File: src/rtl/mem_port_arbiter.sv
// rtl/mem_port_arbiter.sv - three-port arbiter for a single-port sync memory (optional ARB_PERF_CNT_EN stall counters)
module mem_port_arbiter #(
  parameter int DW           = 32,
  parameter int AW           = 32,
  parameter int MEM_LAT      = 1,
  parameter int STARVE_LIMIT = 4
) (
  input  logic          clk,
  input  logic          Reset,
  input  logic          LoadReq,
  input  logic [AW-1:0] LoadAddr,
  input  logic [DW-1:0] LoadWData,
  output logic          LoadAck,
  input  logic          FetchReq,
  input  logic [AW-1:0] FetchAddr,
  output logic [DW-1:0] FetchRData,
  output logic          FetchAck,
  input  logic          DataReq,
  input  logic          DataWe,
  input  logic [AW-1:0] DataAddr,
  input  logic [DW-1:0] DataWData,
  output logic [DW-1:0] DataRData,
  output logic          DataAck,
  output logic          MemEn,
  output logic          MemWe,
  output logic [AW-1:0] MemAddr,
  output logic [DW-1:0] MemWData,
  input  logic [DW-1:0] MemRData,
  output logic          FetchStall,
  output logic          DataStall
`ifdef ARB_PERF_CNT_EN
  ,
  output logic [31:0]   FetchStallCnt,
  output logic [31:0]   DataStallCnt
`endif
);

  localparam int SW = $clog2(STARVE_LIMIT + 1);

  typedef enum logic [1:0] {IDLE, ISSUE, WAIT, ACK} state_t;
  typedef enum logic [1:0] {SEL_LOAD, SEL_DATA, SEL_FETCH} sel_t;

  state_t        state, nextState;
  sel_t          grant, pick;
  logic [2:0]    latCnt;
  logic [SW-1:0] starveCnt;
  logic          anyReq;
  logic          pickWe;
  logic [AW-1:0] pickAddr;
  logic [DW-1:0] pickWData;

  // Winner selection: Load first, then Data, unless Fetch has been starved long enough
  always_comb begin
    anyReq    = LoadReq | DataReq | FetchReq;
    pick      = SEL_FETCH;
    pickWe    = 1'b0;
    pickAddr  = FetchAddr;
    pickWData = '0;
    if (LoadReq) begin
      pick      = SEL_LOAD;
      pickWe    = 1'b1;
      pickAddr  = LoadAddr;
      pickWData = LoadWData;
    end else if (DataReq && !(FetchReq && starveCnt == SW'(STARVE_LIMIT))) begin
      pick      = SEL_DATA;
      pickWe    = DataWe;
      pickAddr  = DataAddr;
      pickWData = DataWData;
    end
  end

  // Next-state logic; WAIT ends when the latency count would reach zero
  always_comb begin
    nextState = state;
    case (state)
      IDLE:    if (anyReq) nextState = ISSUE;
      ISSUE:   nextState = (MEM_LAT == 1) ? ACK : WAIT;
      WAIT:    if (latCnt == 3'd1) nextState = ACK;
      default: nextState = IDLE;
    endcase
  end

  // State, latched grant, registered memory interface, acks and starvation tracking
  always_ff @(posedge clk or negedge Reset) begin
    if (!Reset) begin
      state     <= IDLE;
      grant     <= SEL_LOAD;
      latCnt    <= '0;
      starveCnt <= '0;
      MemEn     <= 1'b0;
      MemWe     <= 1'b0;
      MemAddr   <= '0;
      MemWData  <= '0;
      LoadAck   <= 1'b0;
      DataAck   <= 1'b0;
      FetchAck  <= 1'b0;
    end else begin
      state    <= nextState;
      MemEn    <= 1'b0;
      LoadAck  <= (nextState == ACK) && (grant == SEL_LOAD);
      DataAck  <= (nextState == ACK) && (grant == SEL_DATA);
      FetchAck <= (nextState == ACK) && (grant == SEL_FETCH);
      case (state)
        IDLE: begin
          if (!FetchReq) starveCnt <= '0;
          if (anyReq) begin
            grant    <= pick;
            MemEn    <= 1'b1;
            MemWe    <= pickWe;
            MemAddr  <= pickAddr;
            MemWData <= pickWData;
            if (pick == SEL_FETCH) starveCnt <= '0;
            else if (pick == SEL_DATA && FetchReq && starveCnt != SW'(STARVE_LIMIT))
              starveCnt <= starveCnt + 1'b1;
          end
        end
        ISSUE:   latCnt <= 3'(MEM_LAT - 1);
        WAIT:    latCnt <= latCnt - 3'd1;
        default: ;
      endcase
    end
  end

  assign FetchRData = MemRData;
  assign DataRData  = MemRData;
  assign FetchStall = FetchReq & ~FetchAck;
  assign DataStall  = DataReq & ~DataAck;

`ifdef ARB_PERF_CNT_EN
  // Saturating counts of cycles spent stalled
  always_ff @(posedge clk or negedge Reset) begin
    if (!Reset) begin
      FetchStallCnt <= '0;
      DataStallCnt  <= '0;
    end else begin
      if (FetchStall && FetchStallCnt != 32'hFFFF_FFFF) FetchStallCnt <= FetchStallCnt + 32'd1;
      if (DataStall && DataStallCnt != 32'hFFFF_FFFF) DataStallCnt <= DataStallCnt + 32'd1;
    end
  end
`endif

endmodule

File: config.mk
export PLATFORM = sky130hd
export DESIGN_NAME = mem_port_arbiter
export DESIGN_NICKNAME = d
export VERILOG_FILES = /design/src/rtl/mem_port_arbiter.sv
export SDC_FILE = /design/constraint.sdc
export NUM_CORES = 1
export LEC_CHECK = 0
export ABC_AREA = 0
export BUFFER_PORTS_ARGS = -buffer_cell sky130_fd_sc_hd__buf_2
export CORE_AREA = 8 8 123 125
export DETAILED_ROUTE_END_ITERATION = 8
export DIE_AREA = 0 0 131 133
export PLACE_DENSITY = 0.72
export SETUP_SLACK_MARGIN = 0.15
export SYNTH_ARGS = -nofsm -noshare
export SYNTH_HDL_FRONTEND = slang
export SYNTH_SLANG_ARGS = --single-unit
File: constraint.sdc
create_clock -name clk -period 5 [get_ports clk]
set_input_delay 0.5 -clock clk [delete_from_list [all_inputs] [get_ports clk]]
set_output_delay 0.5 -clock clk [all_outputs]
set_load 0.01 [all_outputs]
## Word level (Yosys, flattened, before mapping)

Cells that the tools add are included.

| word-level totals | value |
|---|---|
| bits in registers | 79 |
| bits of input ports | 198 |
| output and inout port bits | 135 |
| logic and storage cells | 59 |

| cells by class | value |
|---|---|
| add/subtract/negate cells | 2 |
| eq/ne operators | 10 |
| multiplexer cells | 18 |
| bitwise gates (word level) | 6 |
| reduce and logical (&&, ||, !) cells | 12 |

Operators with widths:

| cell | number |
|---|---|
| $mux 32 | 4 |
| $mux 3 | 4 |
| $eq 2x2->1 const B | 4 |
| $mux 2 | 4 |
| $logic_and 1x1->1 | 7 |
| $eq 2x1->1 const B | 3 |
| $pmux 2 s3 | 1 |
| $pmux 3 s2 | 1 |
| $logic_not 2->1 | 2 |
| $mux 1 | 4 |
| $add 3x1->3 const B | 1 |
| $eq 3x1->1 const B | 1 |
| $eq 3x3->1 const B | 1 |
| $ne 3x3->1 const B | 1 |
| $sub 3x1->3 const B | 1 |
| $and 1x1->1 | 2 |
| $not 1->1 | 2 |
| $or 1x1->1 | 2 |
| $reduce_and 2->1 | 1 |
| $reduce_bool 2->1 | 1 |
| $logic_not 1->1 | 1 |

## Depth between registers and ports, before layout

Gate-level depths: netlist of run 1.

| logic depth | value |
|---|---|
| depth after elaboration | 12 |
| mapped depth | 7 |
| gate-level depth less buffers | 5 |

## Worst setup path before layout of run 1

OpenSTA, ideal clock, no wires.

| path | value |
|---|---|
| path type | in2out |
| start point | in DataReq |
| end point | out DataStall |
| arrival | 1,167 ps |
| required time | 4,500 ps |
| slack | 3,333 ps |
| stages | 3 |
| path buffers | 2 |
| cells stage by stage | buf_2 buf_1 nor2b_1 |

| between the ends | value |
|---|---|
| word-level cells in the longest chain between the ends | 1 |

RTL lines:

| what | line | RTL |
|---|---|---|
| from (decl) | 18 | `input logic DataReq,` |
| $and 1x1->1 | 127 | `assign DataStall = DataReq & ~DataAck;` |
| to (decl) | 30 | `output logic DataStall` |

No other way between the ends.

## Worst setup path after layout of run 1

| path | value |
|---|---|
| start point | reg state[0] |
| end point | reg MemAddr[16] |

| between the ends | value |
|---|---|
| word-level cells in the longest chain between the ends | 2 |

RTL lines:

| what | line | RTL |
|---|---|---|
| from (decl) | 43 | `state_t state, nextState;` |
| from (signal assigned) | 98 | `state <= nextState;` |
| $logic_not 2->1 | 103 | `case (state)` |
| $reduce_and 2->1 (no line) | n/a |  |
| to (signal assigned) | 110 | `MemAddr <= pickAddr;` |
| to (decl) | 26 | `output logic [AW-1:0] MemAddr,` |

No other way between the ends.
A chain may end at the register's enable or synchronous reset.

==> run_results.csv, run 1 <==
group,metric,value,unit
status,outcome,"complete, no violations",
pwr,p_leak,3.01,nW
job,cap_viol_max_count,0,
route,drt_iter0_markers,263,
worst_setup_path,critPathMaxStageDelay,0.70,ns
cts,cts.sinks,79,
cts,htreeDepth,3,
floorplanning,std_cell_rows,42,
cts,cts-hold-fix-buffers,0,
yosys,synthesis.nets,747,
yosys,yosysTopAreaCell,"dfrtp_1",
cts,post-cts-setup-buffer-count,0,
cts,cts.path.max_buffers,2,
route,drcViolationCount,0,
worst_setup_path,worst_ep_required_time,5.28,ns
placement,pre_cts_slack,2.08,ns
worst_setup_path,crit_type,"reg -> reg",
layout,finish.utilization,46.0,%
placement,place_hpwl,11.4,mm
yosys,synthFlopType,"dfrtp_1",
sta,min_period,2.86,ns
floorplanning,die_w,131,um
sta,worst_clock_skew,0.00920,ns
worst_setup_path,cp_common_cell,"buf_4",
global_routing,grt_use_total,18.5,%
worst_setup_path,arrival,3.14,ns
route,top_layer,"met4",
yosys,yosys.area.top_type_share,40.1,%
cts,clk_latency,0.34,ns
worst_setup_path,crit_fanout,37,
global_routing,grt_pass1_wl,25.4,mm
worst_setup_path,r2r-start,"state[0]",
placement,gp_congestion,0.824,
floorplanning,core_area,13100,um^2
yosys,synthCells,541,
layout,multi_input_area,2100,um^2
placement,dp_cells,850,
sta,setup_slack,2.14,ns
sta,setup_viol,0,
yosys,yosysWarnings,0,
sta,tightestPinTransition,1.31,ns
floorplanning,start_util,37.7,%
yosys,seq_area_frac_synth,40.1,%
sta,finalMaxSlewViolations,0,
worst_setup_path,cp-end-kind,"register",
route,viasPerCell,5.22,
route,drtAntennaViolNets,0,
global_routing,grt-ovfl-total,0,
yosys,syn_area,4930,um^2
sta,max_freq,349,MHz
route,first_pass_iters,5,
floorplanning,die_h,133,um
layout,area_delta_synth_final,22.2,%
cts,cts_made_buffers,9,
placement,port_buffers,236,
global_routing,antenna_found_initial,1,
layout,regArea,1980,um^2
worst_setup_path,r2r_cells,7,
cts,path_clk_slew,0.07,ns
route,wl_met3,1.12,mm
sta,slew_headroom,12.5,%
yosys,avgSynthCellArea,9.11,um^2
floorplanning,die_area,17400,um^2
cts,post_cts_resized,0,
yosys,synth-seq-cells,79,
route,routed_wl,16.3,mm
sta,final.setup.tns,0,ns
worst_setup_path,cp_cell_sequence,"inv_1 > ha_1 > buf_4 > o31ai_4 > buf_4 > inv_2 > o22a_1",
worst_setup_path,r2r_setup_slack,2.14,ns
yosys,synth_edf_count,0,
route,wl_per_cell,18.9,um
layout,fillers,1268,
global_routing,grt_max_degree,80,
route,vias,4525,
pwr,power_density,561,nW/um^2
min_path,min_path_type,"in -> async",
worst_setup_path,cpMaxStageDelayCell,"ha_1",
cts,clk_root_buffer_cell,"clkbuf_16",
worst_setup_path,reg2reg_to,"MemAddr[16]",
floorplanning,io_pins,333,
sta,rsz0062_at_grt,"false",
layout,final_net_count,891,
global_routing,grt_pass1_vias,4632,
sta,final_hold_viol_count,0,
route,dr_wl_met2,8.13,mm
worst_setup_path,worstSetupStartpointType,"register",
layout,layout.cells.non_filler,867,
yosys,ys_top_cells_by_area,"dfrtp_1, buf_4, a32oi_1",
pwr,peakVddDrop,206,uV
layout,layout-drive-gt1-share,38.1,%
cts,cts_tree,"done",
sta,fin_crit_sh,57.3,%
route,wl_met1,6.71,mm
yosys,async_reset_ff_share,100,%
yosys,synth.distinct_cells,39,
## how the worst max path moves through the flow
| stage | end | cells after the start | startpoint | slack [ns] |
|---|---|---|---|---|
| final | MemAddr[16] | 7 | state[0] | 2.14 |
| after global placement | MemAddr[18] | 4 | DataReq | 2.17 |
| after CTS | MemAddr[16] | 7 | state[0] | 2.16 |
| after floorplan | DataStall | 3 | DataReq | 3.33 |
| after global routing | MemAddr[21] | 7 | state[0] | 1.96 |
| after detailed placement | MemAddr[0] | 4 | DataReq | 2.08 |
## layout make-up
type | instances | share of cell area [%]
sequential | 79 | 32.8
multi-input combinational | 309 | 34.8
clock inverter | 6 | 1.50
inverter | 43 | 2.68
tap | 176 | 3.66
clock buffer | 10 | 3.97
antenna | 1 | 0.0416
timing repair buffer | 243 | 20.5
## cells in the mapped netlist (all sizes together) (4+ instances only)
| master | number |
|---|---|
| buf | 87 |
| dfrtp | 79 |
| nand2 | 69 |
| inv | 43 |
| nand2b | 34 |
| a21oi | 33 |
| a32oi | 33 |
| a21boi | 32 |
| o22a | 32 |
| o311ai | 32 |
| clkbuf | 23 |
| ha | 8 |
| a31oi | 4 |
| o21ai | 4 |
## cell families after synthesis
logic type / share of synthesized area [%]
AO/OA/AOI/OAI: 28.3
adder cells (fa/ha/maj): 2.03
buffers and inverters: 17.5
flip-flops: 40.1
multiplexers: 0.203
AND/OR/NAND/NOR: 11.9
## placed cells by master, fill, tap and decap left out, types with 9 or more instances in the layout
| cell | n |
|---|---|
| a21boi_0 | 31 |
| inv_1 | 42 |
| nand2_1 | 69 |
| o311ai_0 | 9 |
| o22a_1 | 32 |
| nand2b_1 | 34 |
| buf_2 | 235 |
| clkbuf_16 | 9 |
| a32oi_1 | 33 |
| dfrtp_1 | 79 |
| a21oi_1 | 33 |
| o311ai_1 | 23 |
## power breakdown
part,leakage [nW],internal [mW],switching (mW),total [mW]
clock,0.159,0.454,0.286,0.740
combinational,1.90,0.666,0.860,1.53
sequential,0.955,0.943,0.169,1.11
## per-layer routing
| layer | GRT usage, % | vias up |
|---|---|---|
| li1 | - | 2156 |
| met1 | 22.8 | 2161 |
| met2 | 29.8 | 164 |
| met3 | 4.30 | 44 |
| met4 | 8.62 | 0 |
| met5 | 0 | - |
## stage by stage
stage | hold slack [ns] | power, mW | instance area (um^2)
after floorplan | 0.204 | 2.14 | 4930
after global placement | 0.452 | 2.62 | 5690
after detailed placement | 0.455 | 2.66 | 5690
after CTS | 0.326 | 3.42 | 6020
after global routing | 0.341 | 3.62 | 6020
final | 0.330 | 3.38 | 6020
## sequential cells by signal, indices dropped and copies added, names as in the netlist
signal and count:
FetchAck 1, DataAck 1, MemEn 1, LoadAck 1, state 2, starveCnt 3
MemWData 32, MemWe 1, MemAddr 32, grant 2, latCnt 3
## critical path: cells and delay by family (launching register included)
family | cells | cell delay, ns
AOI/OAI and AO/OA | 2 | 0.32
DFF | 1 | 0.43
adders and majority gates | 1 | 0.70
buffers and inverters | 4 | 1.31
Power figures use the tool's default switching activity.
==> run 2, diff against run 1 <==
==> constraint.sdc (replaced) <==
create_clock -name clk -period 2.8 [get_ports clk]
set_input_delay 0.28 -clock clk [delete_from_list [all_inputs] [get_ports clk]]
set_output_delay 0.28 -clock clk [all_outputs]
set_load 0.01 [all_outputs]
==> run 2 against run 1 <==
Effect of this change: clock skew about the same; power increased by 74%; first-iteration DRC count increased by 38%; wire length decreased by 1.6%; clock-buffer cell count increased by 1; worst setup slack got worse by 1.4 ns; critical endpoint is now grant[1]; die area unchanged; worst hold slack got worse by 0.20 ns; global-route usage decreased by 0.33 points.
==> run_results.csv, run 2 (synthesis gave the netlist of run 1 again) <==
group,metric,value,unit
min_path,hold_end,"MemWData[22]",
floorplanning,start_util,37.7,%
global_routing,grt-ovfl-total,0,
route,vias,4518,
sta,fin_crit_sh,73.7,%
sta,min_period,2.06,ns
worst_setup_path,cpMaxStageDelayCell,"nand3_2",
floorplanning,io_pins,333,
worst_setup_path,arrival,2.34,ns
worst_setup_path,critPathBufInv,2,
cts,post-cts-setup-buffer-count,0,
worst_setup_path,cp-end-kind,"register",
placement,gp_congestion,0.797,
worst_setup_path,r2r_cells,6,
route,first_pass_iters,5,
sta,setup_slack,0.738,ns
route,drt_iter0_markers,362,
sta,max_freq,485,MHz
layout,fillers,1301,
floorplanning,die_h,133,um
pwr,finalPower,5.89,mW
sta,rsz0062_at_grt,"false",
route,routed_wl,16.1,mm
worst_setup_path,crit_family,"simple AND/OR/NAND/NOR gates",
cts,post_cts_resized,0,
worst_setup_path,worstSetupStartpointType,"register",
worst_setup_path,r2r-start,"starveCnt[0]",
layout,final_net_count,894,
placement,dp_cells,853,
global_routing,grt_max_degree,80,
worst_setup_path,critPathMaxStageDelay,0.47,ns
cts,cts.sinks,79,
layout,antennaDiodeCount,0,
route,drtAntennaViolNets,0,
global_routing,grt_pass1_vias,4675,
cts,path_clk_slew,0.06,ns
route,drcViolationCount,0,
placement,port_buffers,236,
cts,clk_latency,0.33,ns
pwr,power_density,978,nW/um^2
pwr,peakVddDrop,438,uV
sta,slew_headroom,30.3,%
cts,cts-hold-fix-buffers,0,
sta,worst_clock_skew,0.00884,ns
sta,tightestPinTransition,1.04,ns
global_routing,antenna_found_initial,0,
cts,cts_made_buffers,9,
cts,cts_tree,"done",
global_routing,grt_use_total,18.2,%
min_path,hold_depth,3,
sta,finalMaxSlewViolations,0,
job,cap_viol_max_count,0,
pwr,p_leak,3.02,nW
worst_setup_path,cp_cell_sequence,"inv_1 > ha_1 > nand3_2 > buf_12 > a211oi_1 > a21o_1",
worst_setup_path,worst_ep_required_time,3.08,ns
cts,htreeDepth,3,
cts,clk_root_buffer_cell,"clkbuf_16",
status,outcome,"complete, no violations",
worst_setup_path,reg2reg_to,"grant[1]",
sta,final_hold_viol_count,0,
sta,final.setup.tns,0,ns
worst_setup_path,crit_fanout,45,
layout,final_common_cell,"buf_2",
floorplanning,core_area,13100,um^2
sta,setup_viol,0,
floorplanning,die_w,131,um
layout,area_delta_synth_final,22.2,%
layout,largestRegisters,"MemAddr x32, MemWData x32",
route,wl_per_cell,18.5,um
worst_setup_path,r2r_setup_slack,0.74,ns
layout,mostFrequentLayoutCells,"buf_2, dfrtp_1, nand2_1",
global_routing,grt_pass1_wl,25.1,mm
layout,layout.cells.non_filler,869,
placement,pre_cts_slack,0.731,ns
layout,layout-drive-gt1-share,38.2,%
floorplanning,std_cell_rows,42,
min_path,hold_start,"LoadWData[22]",
cts,cts.path.max_buffers,2,
min_path,min_path_type,"in -> reg",
worst_setup_path,crit_type,"reg -> reg",
floorplanning,die_area,17400,um^2
placement,place_hpwl,11.5,mm
route,viasPerCell,5.20,
-- run 2: worst max path at each step --
stage                       from            to  slack (ns)  cells after the start
floorplan               state[0]   MemAddr[13]        1.18                      7
global placement    starveCnt[0]    MemAddr[2]        0.78                      6
detailed placement  starveCnt[0]   MemAddr[18]        0.73                      6
CTS                 starveCnt[0]   MemAddr[18]        0.73                      6
global route        starveCnt[0]  MemWData[29]        0.55                      6
finish              starveCnt[0]      grant[1]        0.74                      6
-- run 2: layer usage --
| layer | vias to the layer above | global-route usage (%) | wire length (um) |
|---|---|---|---|
| met3 | 42 | 4.06 | 1210 |
| met1 | 2126 | 22.4 | 6520 |
| met5 | - | 0 | 0 |
| met2 | 187 | 29.8 | 8010 |
| li1 | 2163 | - | - |
| met4 | 0 | 7.59 | 348 |
-- run 2: worst register-to-register path, cell delays in order (launching register included) --
cell and delay (ns):
dfrtp_1 0.40, inv_1 0.08, ha_1 0.24, nand3_2 0.47, buf_12 0.38, a211oi_1 0.32, a21o_1 0.11
-- run 2: cell type report --
type	count	area, um^2	share of cell area (%)
clock buffer	11	243	4.03
timing repair buffer	246	1270	21.1
inverter	43	161	2.68
multi-input combinational	309	2100	34.8
tap	176	220	3.66
sequential	79	1980	32.8
clock inverter	5	56.3	0.935
-- run 2: through the flow --
stage | utilization (%) | cell area, um^2 | hold WS, ns
3_5_place_dp | 43.8 | 5730 | 0.468
3_3_place_gp | 43.8 | 5730 | 0.461
6_report | 46.0 | 6020 | 0.132
2_1_floorplan | - | 4930 | -0.0156
5_1_grt | 46.0 | 6020 | 0.126
4_1_cts | 46.0 | 6020 | 0.110
-- run 2: power by group --
group          internal (mW)  leakage, nW  total (mW)  switching, mW
Combinational           1.20         1.92        2.72           1.51
Clock                  0.715        0.146        1.18          0.469
Sequential              1.68        0.955        1.99          0.306
==> run 3, diff against run 2 <==
==> constraint.sdc (replaced) <==
create_clock -name clk -period 2.11 [get_ports clk]
set_input_delay 0.211 -clock clk [delete_from_list [all_inputs] [get_ports clk]]
set_output_delay 0.211 -clock clk [all_outputs]
set_load 0.01 [all_outputs]
==> run 3 against run 2 <==
Effect of this change: via count is 1.7% higher; maximum frequency is 13% higher; sequential power is 33% higher; cell count is 1.0% higher; worst hold slack worse by 0.078 ns; critical path type unchanged.
==> run_results.csv, run 3 (synthesis gave the netlist of run 1 again) <==
group,metric,value,unit
worst_setup_path,cp-end-kind,"register",
worst_setup_path,r2r_setup_slack,0.28,ns
sta,final_hold_viol_count,0,
sta,worst_clock_skew,0.0111,ns
layout,mostFrequentLayoutCells,"buf_2, dfrtp_1, nand2_1",
global_routing,grt_max_degree,45,
route,drcViolationCount,0,
cts,htreeDepth,3,
floorplanning,start_util,37.7,%
cts,cts_tree,"done",
cts,path_clk_slew,0.07,ns
layout,regArea,1980,um^2
status,outcome,"complete, no violations",
global_routing,grt_pass1_wl,25.7,mm
route,routed_wl,16.4,mm
route,vias,4594,
global_routing,grt_pass1_vias,4859,
global_routing,grt-ovfl-total,0,
route,drtAntennaViolNets,0,
job,cap_viol_max_count,0,
worst_setup_path,worstSetupStartpointType,"register",
worst_setup_path,arrival,2.10,ns
floorplanning,std_cell_rows,42,
layout,largestRegisters,"MemAddr x32, MemWData x32",
layout,fillers,1301,
sta,final.setup.tns,0,ns
sta,finalMaxSlewViolations,0,
sta,min_period,1.83,ns
placement,place_hpwl,11.9,mm
pwr,finalPower,8.07,mW
floorplanning,die_area,17400,um^2
global_routing,antenna_found_initial,1,
placement,port_buffers,236,
cts,cts.path.max_buffers,2,
min_path,hold_depth,3,
worst_setup_path,crit_type,"reg -> reg",
placement,gp_congestion,0.812,
route,wl_per_cell,18.6,um
layout,area_delta_synth_final,25.2,%
placement,postPlaceCellArea,5830,um^2
pwr,peakVddDrop,436,uV
min_path,min_path_type,"in -> reg",
layout,multi_input_area,2100,um^2
sta,tightestPinTransition,0.559,ns
route,drt_iter0_markers,339,
pwr,p_leak,3.08,nW
sta,rsz0062_at_grt,"false",
cts,cts.sinks,79,
layout,layout-drive-gt1-share,39.1,%
cts,clk_root_buffer_cell,"clkbuf_16",
pwr,power_density,1310,nW/um^2
sta,slew_headroom,62.7,%
sta,setup_viol,0,
floorplanning,die_w,131,um
global_routing,grt_use_total,18.6,%
sta,max_freq,548,MHz
layout,fin_area,6170,um^2
cts,clk_latency,0.34,ns
sta,fin_crit_sh,86.5,%
floorplanning,io_pins,333,
worst_setup_path,r2r_cells,6,
route,first_pass_iters,4,
worst_setup_path,worst_ep_required_time,2.38,ns
layout,final_net_count,902,
route,viasPerCell,5.23,
floorplanning,core_area,13100,um^2
layout,final_common_cell,"buf_2",
cts,post-cts-setup-buffer-count,0,
worst_setup_path,crit_fanout,22,
floorplanning,die_h,133,um
cts,cts_made_buffers,9,
==> run 3: cell types whose count changed in the layout (fill, tap and decap cells not counted) <==
cell and change:
buf_12 +4, buf_4 +3, clkinv_2 -2, clkinvlp_4 +2, and3_1 -1, and3_2 +1
bufinv_16 +1, clkbuf_1 -1, diode_2 +1, dlygate4sd3_1 +1, o311ai_0 -1, o311ai_1 +1
==> run 3: area by class of cell <==
cell class	instances	area share [%]
Clock inverter	6	1.48
Sequential cell	79	32.0
Tap cell	176	3.57
Timing Repair Buffer	254	22.4
Clock buffer	10	3.87
Inverter	43	2.62
Multi-Input combinational cell	309	34.0
Antenna cell	1	0.0405
==> run 3: path summary, 6_finish.rpt <==
| kind | from | endpoint |
|---|---|---|
| worst min register to register | MemWData[2] | MemWData[2] |
| max in group asynchronous | Reset | state[0] |
| worst min-delay path | LoadWData[22] | MemWData[22] |
| worst max-delay path | starveCnt[0] | MemAddr[13] |
| worst max register to register | starveCnt[0] | MemAddr[13] |
| min in group asynchronous | Reset | MemWData[29] |
==> run 3: per-layer routing <==
layer / global-route usage (%) / share of wire (%)
met1: 21.9 / 40
met2: 31.6 / 51
met5: 0 / 0.067
met4: 7.59 / 2.3
met3: 4.18 / 7.0
==> run 3: repair_timing <==
action,4_1_cts,5_1_grt
hold endpoints to repair,18,0
hold buffers,1,0
gates resized for setup,0,2
setup endpoints to repair,0,22
==> run 3: power by group <==
| group | switching [mW] | internal (mW) |
|---|---|---|
| registers | 0.402 | 2.24 |
| clock network | 0.652 | 1.07 |
| logic | 2.04 | 1.67 |
==> run 3: worst max-delay path, stage by stage, from the launching register on <==
cell,delay (ns)
dfrtp_1,0.39
inv_1,0.07
ha_1,0.26
and3_2,0.34
buf_12,0.19
o311ai_0,0.34
o22a_1,0.17
==> run 3: through the flow <==
step                util [%]  std cells  setup slack, ns  hold WS, ns
detailed placement      44.5        860            0.181        0.120
finish                  47.2        878            0.284       0.0535
floorplan                  -        541            0.492      -0.0846
global route            47.2        877            0.151       0.0531
CTS                     47.1        877            0.156       0.0435
global placement        44.5        860            0.243        0.122
